--- config.mk ---
export PLATFORM = sky130hd
export DESIGN_NAME = pq_search_ctrl
export DESIGN_NICKNAME = d
export VERILOG_FILES = /design/src/rtl/pq_pkg.sv /design/src/rtl/pq_seq_div.sv /design/src/rtl/pq_search_ctrl.sv
export SDC_FILE = /design/constraint.sdc
export NUM_CORES = 1
export LEC_CHECK = 0
export ABC_CLOCK_PERIOD_IN_PS = 10100
export BUFFER_PORTS_ARGS = -buffer_cell sky130_fd_sc_hd__clkbuf_2
export CAP_MARGIN = 40
export CORE_MARGIN = 2
export CORE_UTILIZATION = 40
export CTS_CLUSTER_SIZE = 28
export DETAILED_ROUTE_END_ITERATION = 10
export HOLD_SLACK_MARGIN = 0.05
export PLACE_DENSITY = 0.59
export SLEW_MARGIN = 5
export SYNTH_ARGS = -nofsm -noshare
export SYNTH_HDL_FRONTEND = slang
export SYNTH_HIERARCHICAL = 1
export SYNTH_SLANG_ARGS = --single-unit
export TNS_END_PERCENT = 30
--- constraint.sdc ---
create_clock -name clk -period 10.1 [get_ports clk]
set_clock_uncertainty 0.15 [all_clocks]
set_input_delay 0.505 -clock clk [delete_from_list [all_inputs] [get_ports clk]]
set_output_delay 0.505 -clock clk [all_outputs]
set_load 0.02 [all_outputs]
--- src/rtl/pq_pkg.sv ---
// Shared widths, prime table and FSM encoding for the trial-division
// factor search and its iterative divider.
package pq_pkg;

  localparam int N_W        = 14;
  localparam int P_W        = 7;
  localparam int NUM_PRIMES = 31;
  localparam int IDX_W      = 5;
  localparam int CNT_W      = 4;

  localparam logic [P_W-1:0] PRIMES [0:NUM_PRIMES-1] = '{
    7'd2,   7'd3,   7'd5,   7'd7,   7'd11,  7'd13,  7'd17,  7'd19,
    7'd23,  7'd29,  7'd31,  7'd37,  7'd41,  7'd43,  7'd47,  7'd53,
    7'd59,  7'd61,  7'd67,  7'd71,  7'd73,  7'd79,  7'd83,  7'd89,
    7'd97,  7'd101, 7'd103, 7'd107, 7'd109, 7'd113, 7'd127
  };

  typedef enum logic [2:0] {
    IDLE  = 3'd0,
    LOAD  = 3'd1,
    DIV   = 3'd2,
    CHECK = 3'd3,
    FIN   = 3'd4
  } state_e;

endpackage

--- src/rtl/pq_seq_div.sv ---
// Restoring divider, one quotient bit per cycle. The first step is taken on
// the start edge so valid pulses exactly N_W cycles after start.
module pq_seq_div
  import pq_pkg::*;
(
  input  logic           clk,
  input  logic           rst_n,
  input  logic           start,
  input  logic [N_W-1:0] dividend,
  input  logic [P_W-1:0] divisor,
  output logic [N_W-1:0] quot,
  output logic [P_W-1:0] rem,
  output logic           valid
);

  logic [P_W-1:0]   rem_q, rem_d;
  logic [N_W-1:0]   quot_q, quot_d;
  logic [P_W-1:0]   dsr_q, dsr_d;
  logic [CNT_W-1:0] cnt_q, cnt_d;
  logic             run_q, run_d;
  logic             valid_q, valid_d;

  logic [P_W-1:0] src_rem;
  logic [N_W-1:0] src_quot;
  logic [P_W-1:0] src_dsr;
  logic [P_W:0]   trial;
  logic [P_W:0]   diff;
  logic           ge;

  // quot_q carries the unconsumed dividend bits at the top and the
  // developed quotient bits at the bottom.
  always_comb begin
    src_rem  = start ? '0 : rem_q;
    src_quot = start ? dividend : quot_q;
    src_dsr  = start ? divisor : dsr_q;
    trial    = {src_rem, src_quot[N_W-1]};
    diff     = trial - {1'b0, src_dsr};
    ge       = (trial >= {1'b0, src_dsr});
  end

  // NOTE: every always_comb output gets a default first so no latch is inferred.
  always_comb begin
    rem_d   = rem_q;
    quot_d  = quot_q;
    dsr_d   = dsr_q;
    cnt_d   = cnt_q;
    run_d   = run_q;
    valid_d = 1'b0;
    if (start || run_q) begin
      rem_d  = ge ? diff[P_W-1:0] : trial[P_W-1:0];
      quot_d = {src_quot[N_W-2:0], ge};
      dsr_d  = src_dsr;
    end
    if (start) begin
      cnt_d = CNT_W'(1);
      run_d = 1'b1;
    end else if (run_q) begin
      cnt_d = cnt_q + CNT_W'(1);
      if (cnt_q == CNT_W'(N_W - 1)) begin
        run_d   = 1'b0;
        valid_d = 1'b1;
      end
    end
  end

  // NOTE: state registers use non-blocking assignments so all flops update together.
  always_ff @(posedge clk or negedge rst_n) begin
    if (!rst_n) begin
      rem_q   <= '0;
      quot_q  <= '0;
      dsr_q   <= '0;
      cnt_q   <= '0;
      run_q   <= 1'b0;
      valid_q <= 1'b0;
    end else begin
      rem_q   <= rem_d;
      quot_q  <= quot_d;
      dsr_q   <= dsr_d;
      cnt_q   <= cnt_d;
      run_q   <= run_d;
      valid_q <= valid_d;
    end
  end

  assign quot  = quot_q;
  assign rem   = rem_q;
  assign valid = valid_q;

endmodule

--- src/rtl/pq_search_ctrl.sv ---
// Smallest-prime-factor search: walks the prime table in ascending order,
// one shared divider trial per prime, and reports p and q = n/p.
module pq_search_ctrl
  import pq_pkg::*;
(
  input  logic           clk,
  input  logic           rst_n,
  input  logic           start,
  input  logic [N_W-1:0] n,
  output logic           busy,
  output logic           done,
  output logic           found,
  output logic [P_W-1:0] p,
  output logic [N_W-1:0] q
);

  state_e           state_q, state_d;
  logic [IDX_W-1:0] idx_q, idx_d;
  logic [N_W-1:0]   n_q, n_d;
  logic [P_W-1:0]   res_p_q, res_p_d;
  logic [N_W-1:0]   res_q_q, res_q_d;
  logic             res_found_q, res_found_d;
  logic [P_W-1:0]   p_q, p_d;
  logic [N_W-1:0]   q_q, q_d;
  logic             found_q, found_d;
  logic             done_q, done_d;
  logic             div_start_q, div_start_d;

  logic [P_W-1:0] cur_prime;
  logic [N_W-1:0] div_quot;
  logic [P_W-1:0] div_rem;
  logic           div_valid;

  assign cur_prime = PRIMES[idx_q];

  pq_seq_div u_div (
    .clk      (clk),
    .rst_n    (rst_n),
    .start    (div_start_q),
    .dividend (n_q),
    .divisor  (cur_prime),
    .quot     (div_quot),
    .rem      (div_rem),
    .valid    (div_valid)
  );

  always_comb begin
    state_d     = state_q;
    idx_d       = idx_q;
    n_d         = n_q;
    res_p_d     = res_p_q;
    res_q_d     = res_q_q;
    res_found_d = res_found_q;
    p_d         = p_q;
    q_d         = q_q;
    found_d     = found_q;
    done_d      = 1'b0;
    div_start_d = 1'b0;
    unique case (state_q)
      IDLE: begin
        if (start) begin
          n_d     = n;
          state_d = LOAD;
        end
      end
      LOAD: begin
        idx_d = '0;
        if (n_q < N_W'(2)) begin
          res_p_d     = '0;
          res_q_d     = '0;
          res_found_d = 1'b0;
          state_d     = FIN;
        end else begin
          div_start_d = 1'b1;
          state_d     = DIV;
        end
      end
      DIV: begin
        if (div_valid) state_d = CHECK;
      end
      CHECK: begin
        if (div_rem == '0) begin
          res_p_d     = cur_prime;
          res_q_d     = div_quot;
          res_found_d = 1'b1;
          state_d     = FIN;
        end else if (idx_q == IDX_W'(NUM_PRIMES - 1)) begin
          res_p_d     = '0;
          res_q_d     = '0;
          res_found_d = 1'b0;
          state_d     = FIN;
        end else begin
          idx_d       = idx_q + IDX_W'(1);
          div_start_d = 1'b1;
          state_d     = DIV;
        end
      end
      FIN: begin
        // Visible outputs only move here, so they hold across a new search.
        done_d  = 1'b1;
        p_d     = res_p_q;
        q_d     = res_q_q;
        found_d = res_found_q;
        state_d = IDLE;
      end
      default: state_d = IDLE;
    endcase
  end

  always_ff @(posedge clk or negedge rst_n) begin
    if (!rst_n) begin
      state_q     <= IDLE;
      idx_q       <= '0;
      n_q         <= '0;
      res_p_q     <= '0;
      res_q_q     <= '0;
      res_found_q <= 1'b0;
      p_q         <= '0;
      q_q         <= '0;
      found_q     <= 1'b0;
      done_q      <= 1'b0;
      div_start_q <= 1'b0;
    end else begin
      state_q     <= state_d;
      idx_q       <= idx_d;
      n_q         <= n_d;
      res_p_q     <= res_p_d;
      res_q_q     <= res_q_d;
      res_found_q <= res_found_d;
      p_q         <= p_d;
      q_q         <= q_d;
      found_q     <= found_d;
      done_q      <= done_d;
      div_start_q <= div_start_d;
    end
  end

  assign busy  = (state_q != IDLE);
  assign done  = done_q;
  assign found = found_q;
  assign p     = p_q;
  assign q     = q_q;

endmodule

* Yosys cells after proc, flatten, opt, wreduce, memory -nomap -nowiden
Memory sizes are Yosys's and may differ from the RTL's.
Cells that the tools add are included.
** Cells by class
- Add/subtract/negate cells :: 3
- $mul :: 0
- Div/mod/pow operators :: 0
- $lt $le $gt $ge :: 3
- Eq/ne operators :: 12
- Shift-type cells :: 0
- Muxes and demuxes :: 40
- Bitwise operators :: 1
- Reduce and logical (&&, ||, !) cells :: 10
** Operators by type and width (number)
- 14-bit two-way mux :: 4
- 7-bit two-way mux :: 8
- 14-bit case mux with 2 select lines :: 1
- 3-bit two-way mux :: 5
- 14-bit by 2-bit less-than comparator with 1-bit output, second input constant :: 1
- 7-bit case mux with 2 select lines :: 1
- 1-bit two-way mux :: 13
- 3-bit case mux with 4 select lines :: 1
- 5-bit two-way mux :: 2
- 5-bit case mux with 2 select lines :: 1
- 8-bit by 7-bit >= comparator with 1-bit output :: 1
- 4-bit two-way mux :: 2
- 2-bit inequality test, second input constant :: 4
- 7-bit logical NOT :: 1
- 7-bit subtractor :: 1
- 3-bit by 2-bit == test with 1-bit output, second input constant :: 2
- 6-bit >= comparator, second input constant :: 1
- 5-bit NOT with 6-bit output :: 1
- 3-bit AND reduction :: 2
- 5-bit by 1-bit adder with 5-bit output, second input constant :: 1
- 5-bit == test, second input constant :: 1
- 4-bit by 1-bit adder with 4-bit output, second input constant :: 1
- 4-bit == test, second input constant :: 1
- 1-bit case mux with 2 select lines :: 2
- 9 further kinds :: 11
** Word-level totals
- Register bits :: 102
- Latch bits :: 0
- Bits in writable memories :: 0
- Bits in read-only memories :: 224
- Input bits :: 17
- Output and inout port bits :: 24
- Word-level logic and storage cells :: 87
- Memories kept :: 1
** Memories
- (name not given) :: depth 32, width 7, read ports 1, clocked after memory_dff 0, write ports 0, RTL line pq_search_ctrl.sv:34 : assign cur_prime = PRIMES[idx_q];

* Longest topological paths before layout
- Word-level depth :: 7
- Depth in mapped cells :: 13
- Gate-level depth less buffers :: 13

* Cells and area by module
The synthesis kept the hierarchy.
** Modules (own cells, without submodules)
- pq_search_ctrl :: times used 1, cells each 229, area each 3078.0 um^2, seq. area each 1701.6 um^2
- pq_seq_div :: times used 1, cells each 209, area each 2044.5 um^2, seq. area each 850.8 um^2

* Worst setup path before layout
No wires, ideal clock.
- Path kind :: register -> register
- Start point :: register idx_q[1]
- End point :: register u_div.rem_q[0], in the netlist u_div/rem[0]
- Setup time :: 122 ps
- Arrival time :: 3176 ps
- Data required time :: 9828 ps
- Slack :: 6653 ps
- Stages on the path, launching flop included :: 12
- Buffers on the path :: 0
- Period minus slack after synthesis :: 3447 ps
- Cell sequence :: dfrtp_1 inv_1 ha_1 nand2b_1 a21boi_0 mux4_2 mux2_2 fa_1 a21oi_1 and3_4 o31ai_1 a32o_1
** On the way
- Word-level cells in the longest chain between the ends :: 7
- Elaborated cells on any way between the ends :: 8
- Those cells by class :: add/sub (1); order compare (1); mux (4); bitwise (1); memory (1)
** Ends and longest elaborated chain
- from (decl) :: RTL line pq_search_ctrl.sv:18 : logic [IDX_W-1:0] idx_q, idx_d;
- from (signal assigned) :: RTL line pq_search_ctrl.sv:125 : idx_q <= idx_d;
- 5-bit NOT with 6-bit output (not written as such) :: RTL line pq_search_ctrl.sv:34
- memory 32 x 7 bit
- 7-bit two-way mux (not written as such) (2 in series) :: RTL line pq_search_ctrl.sv:34
- via cur_prime[1] :: RTL line pq_search_ctrl.sv:29 : logic [P_W-1:0] cur_prime;
- 7-bit two-way mux :: RTL line pq_seq_div.sv:35 : src_dsr = start ? divisor : dsr_q;
- via u_div.src_dsr[1] :: RTL line pq_seq_div.sv:25 : logic [P_W-1:0] src_dsr;
- 8-bit by 7-bit >= comparator with 1-bit output :: RTL line pq_seq_div.sv:38 : ge = (trial >= {1'b0, src_dsr});
- 7-bit two-way mux :: RTL line pq_seq_div.sv:50 : rem_d = ge ? diff[P_W-1:0] : trial[P_W-1:0];
- to (signal assigned) :: RTL line pq_seq_div.sv:76 : rem_q <= rem_d;
- to (decl) :: RTL line pq_seq_div.sv:16 : logic [P_W-1:0] rem_q, rem_d;
The timed path passes the listed nets, and every way through them passes these cells. The select of a mux whose other input is x is not followed.
A chain may end at the register's enable or synchronous reset.

* Worst setup path after layout
Ends and elaborated chain as after synthesis.

==> reports/results.ini <==
[run_status]
outcome=finished, final reports clean

[routing]
vias_per_cell=5.35
drcViolationCount=0
wirelength_mm=10.4
num_vias=3482
drtIter0Drc=268
drt_first_pass_iters=4
routedWlPerCell_um=16.0
ant_nets=0

[floorplan]
core_area_um2=12600
start_util_pct=40.8
die_y_um=117
fp-row-count=41
die_area_um2=13700
io_pins=41
die_w_um=117

[power]
total_power_mw=1.81
intPower_mw=1.09
pwr-share-comb_pct=45.0
seqPwrFrac_pct=37.1
p_leak_nw=2.74
swShare_pct=40.1
power_switching_mw=0.727
peakVddDrop_v=0.0000985
pwr-share-clk_pct=17.9
p_per_area_nw_per_um2=315

[sta]
hold_violations=0
fin_crit_ns=3.78
period_share_pct=37.5
final-setup-viol-count=0
worst_pin_slew_ns=0.807
maxSlewHeadroom_pct=46.2
setup_ws_ns=6.32
slew_violations=0
setup_tns_ns=0
rsz0062_at_grt=no
fmax_mhz=264

[layout]
fin_cells=651
area_growth_pct=12.6
fin_nets=512
drive_gt1_share_pct=25.7
num_antenna_cells=0
fillers=1187

[logic_synthesis]
yosysTopAreaCellShare_pct=49.8
netlist.top_cell.by_area=dfrtp_1
synth_warnings=6
syn-cell-area_um2=5120
async_flop_share_pct=100
syn_inst=438
ys_seq_area_share_pct=49.8
synth_area_leaders=dfrtp_1, mux2_2, ha_1
synth_ff_type=dfrtp_1
synth_nets=476
avgSynthCellArea_um2=11.7
ys_ff_latch=102
synth_cell_types=67
synth_edf_count=0

[place]
place_ws_ns=6.37
dp.cells=634
place.gp.congestion=0.872
numPortBuffers=40
dp_hpwl_mm=7.68

[clock_tree]
clk_latency_ns=0.34
cts_setup_buffers=0
cts_tree=built
htreeDepth=3
max-clock-path-buffers=2
hold_buffers=1
cts_made_buffers=9
root_buffer=clkbuf_16
cts.clk_slew.worst_paths_ns=0.07
cts_resized=0
cts_sinks=102

[worst_setup_path]
end_kind=flop
crit_start=idx_q[1]
start_kind=flop
criticalPathCategory=reg -> reg
path_cells=inv_1, ha_1, nand2b_1, a21boi_0, mux4_2, mux2_2, fa_1, a21oi_1, and3_4, o31ai_1, a32o_1
required_ns=10.17
critPathArrivalTime_ns=3.86
slowest_delay_ns=0.50
r2r-start=idx_q[1]
slowest_stage=mux4_2
crit_path_max_fanout=9

[grt]
grt_pass1_vias=3379
grt.overflow.total=0
antenna_found_initial=0
grt_max_degree=53
grt_first_pass_wirelength_mm=17.5
grt_usage_pct=16.4

[flow_run]
maxCapViolCount=0

[hold_path]
min_from=n[4]
hp-class=in -> reg

==> worst paths after layout <==
path / endpoint / slack [ns] / cells after the start
min in group asynchronous: q[4] / 0.42 / 2
setup / recovery: u_div/rem[0] / 6.32 / 11
setup reg to reg: u_div/rem[0] / 6.32 / 11
max in group asynchronous: u_div/dsr_q[3] / 8.38 / 4
hold / removal: n_q[4] / 0.25 / 2
hold reg to reg: res_found_q / 0.34 / 1
==> through the flow <==
stage                     cell area [um^2]  hold slack [ns]  util [%]
after floorplan                       5120           0.0594         -
after global placement                5430            0.234      43.2
after detailed placement              5480            0.238      43.6
after CTS                             5770            0.237      45.9
after global routing                  5770            0.243      45.9
final                                 5770            0.246      45.9
==> metal layers <==
layer / global-route usage [%] / wire length (um)
met5: 0 / 0
met3: 2.06 / 318
met4: 5.73 / 138
met1: 24.6 / 5170
met2: 24.4 / 4770
==> cells in the mapped netlist (2+ instances only) <==
| master | n |
|---|---|
| dfrtp_1 | 102 |
| mux2_2 | 45 |
| nand2_1 | 37 |
| inv_1 | 24 |
| a22o_1 | 21 |
| ha_1 | 20 |
| mux2i_1 | 19 |
| o21ai_0 | 18 |
| a21oi_1 | 14 |
| nor2_1 | 10 |
| buf_2 | 8 |
| nand3_1 | 8 |
| nor2b_1 | 7 |
| o221ai_1 | 6 |
| a21o_1 | 5 |
| buf_4 | 5 |
| nand2b_1 | 5 |
| nor3_1 | 5 |
| xnor2_1 | 5 |
| a31oi_1 | 4 |
| buf_6 | 4 |
| clkbuf_1 | 4 |
| a211oi_1 | 3 |
| nand4_1 | 3 |
| o211ai_1 | 3 |
| xor2_1 | 3 |
| a21boi_0 | 2 |
| a22oi_1 | 2 |
| a32o_1 | 2 |
| mux4_2 | 2 |
| nor3b_1 | 2 |
| nor4_1 | 2 |
| o2111ai_1 | 2 |
| o21a_1 | 2 |
| o31ai_1 | 2 |
==> critical path, delay by kind of cell (launching register included) <==
kind	cells	cell delay, ns
buf+inv	1	0.28
mux	2	0.81
flops	1	0.46
compound gates	4	0.73
simple gates	2	0.43
fa+ha+maj	2	0.81
==> final cells by class <==
cell class | count | area, um^2 | area share [%]
clock buffer | 11 | 233 | 4.04
timing repair buffer | 47 | 289 | 5.01
clock inverter | 5 | 41.3 | 0.716
tap | 172 | 215 | 3.73
sequential | 102 | 2550 | 44.3
inverter | 25 | 93.8 | 1.63
multi-input combinational | 289 | 2340 | 40.6
==> cell usage in the layout, fill, tap and decap left out, types with 2 or more instances in the layout <==
master | Yosys | routed
clkbuf_1 | 4 | 2
nor3b_1 | 2 | 2
dfrtp_1 | 102 | 102
nand2b_1 | 5 | 5
xnor2_1 | 5 | 5
nand3_1 | 8 | 8
clkbuf_16 | 0 | 9
a22o_1 | 21 | 21
inv_6 | 0 | 2
nor2b_1 | 7 | 7
buf_4 | 5 | 4
a31oi_1 | 4 | 4
o221ai_1 | 6 | 6
xor2_1 | 3 | 3
ha_1 | 20 | 20
a22oi_1 | 2 | 2
a21boi_0 | 2 | 2
mux2_2 | 45 | 45
nor4_1 | 2 | 2
o2111ai_1 | 2 | 2
mux4_2 | 2 | 2
o21a_1 | 2 | 2
a21oi_1 | 14 | 14
a32o_1 | 2 | 2
nand4_1 | 3 | 3
inv_1 | 24 | 24
o211ai_1 | 3 | 3
o21ai_0 | 18 | 18
nor3_1 | 5 | 5
nand2_1 | 37 | 37
nor2_1 | 10 | 10
o31ai_1 | 2 | 2
a211oi_1 | 3 | 3
a21o_1 | 5 | 5
mux2i_1 | 19 | 19
clkbuf_2 | 0 | 39
==> sequential cells by signal (all words and copies together), names as in the netlist, 3 cells and up <==
| name | flops |
|---|---|
| u_div/rem | 7 |
| u_div/dsr_q | 7 |
| p | 7 |
| res_p_q | 7 |
| n_q | 14 |
| res_q_q | 14 |
| state_q | 3 |
| u_div/cnt_q | 4 |
| idx_q | 5 |
| q | 14 |
| u_div/quot | 14 |
==> kinds of logic (layout without fill, tap and decap cells) <==
family                   count (synthesis)  in the layout  synth area share [%]
XOR/XNOR                                 8              8                  1.37
AO/OA/AOI/OAI                          102            102                  15.0
multiplexers                            66             66                  14.5
AND/OR/NAND/NOR                         92             92                  9.48
buffers and inverters                   47             88                  4.59
flip-flops                             102            102                  49.8
adder cells (fa/ha/maj)                 21             21                  5.28
==> power by group through the flow <==
stage	Clock (mW)	Sequential, mW	Combinational (mW)
4_1_cts	0.334	0.673	0.817
3_3_place_gp	0	0.676	0.799
5_1_grt	0.351	0.693	0.927
6_report	0.325	0.673	0.816
3_5_place_dp	0	0.680	0.812
2_1_floorplan	0	0.628	0.670
(Power assumes the default switching activity.)
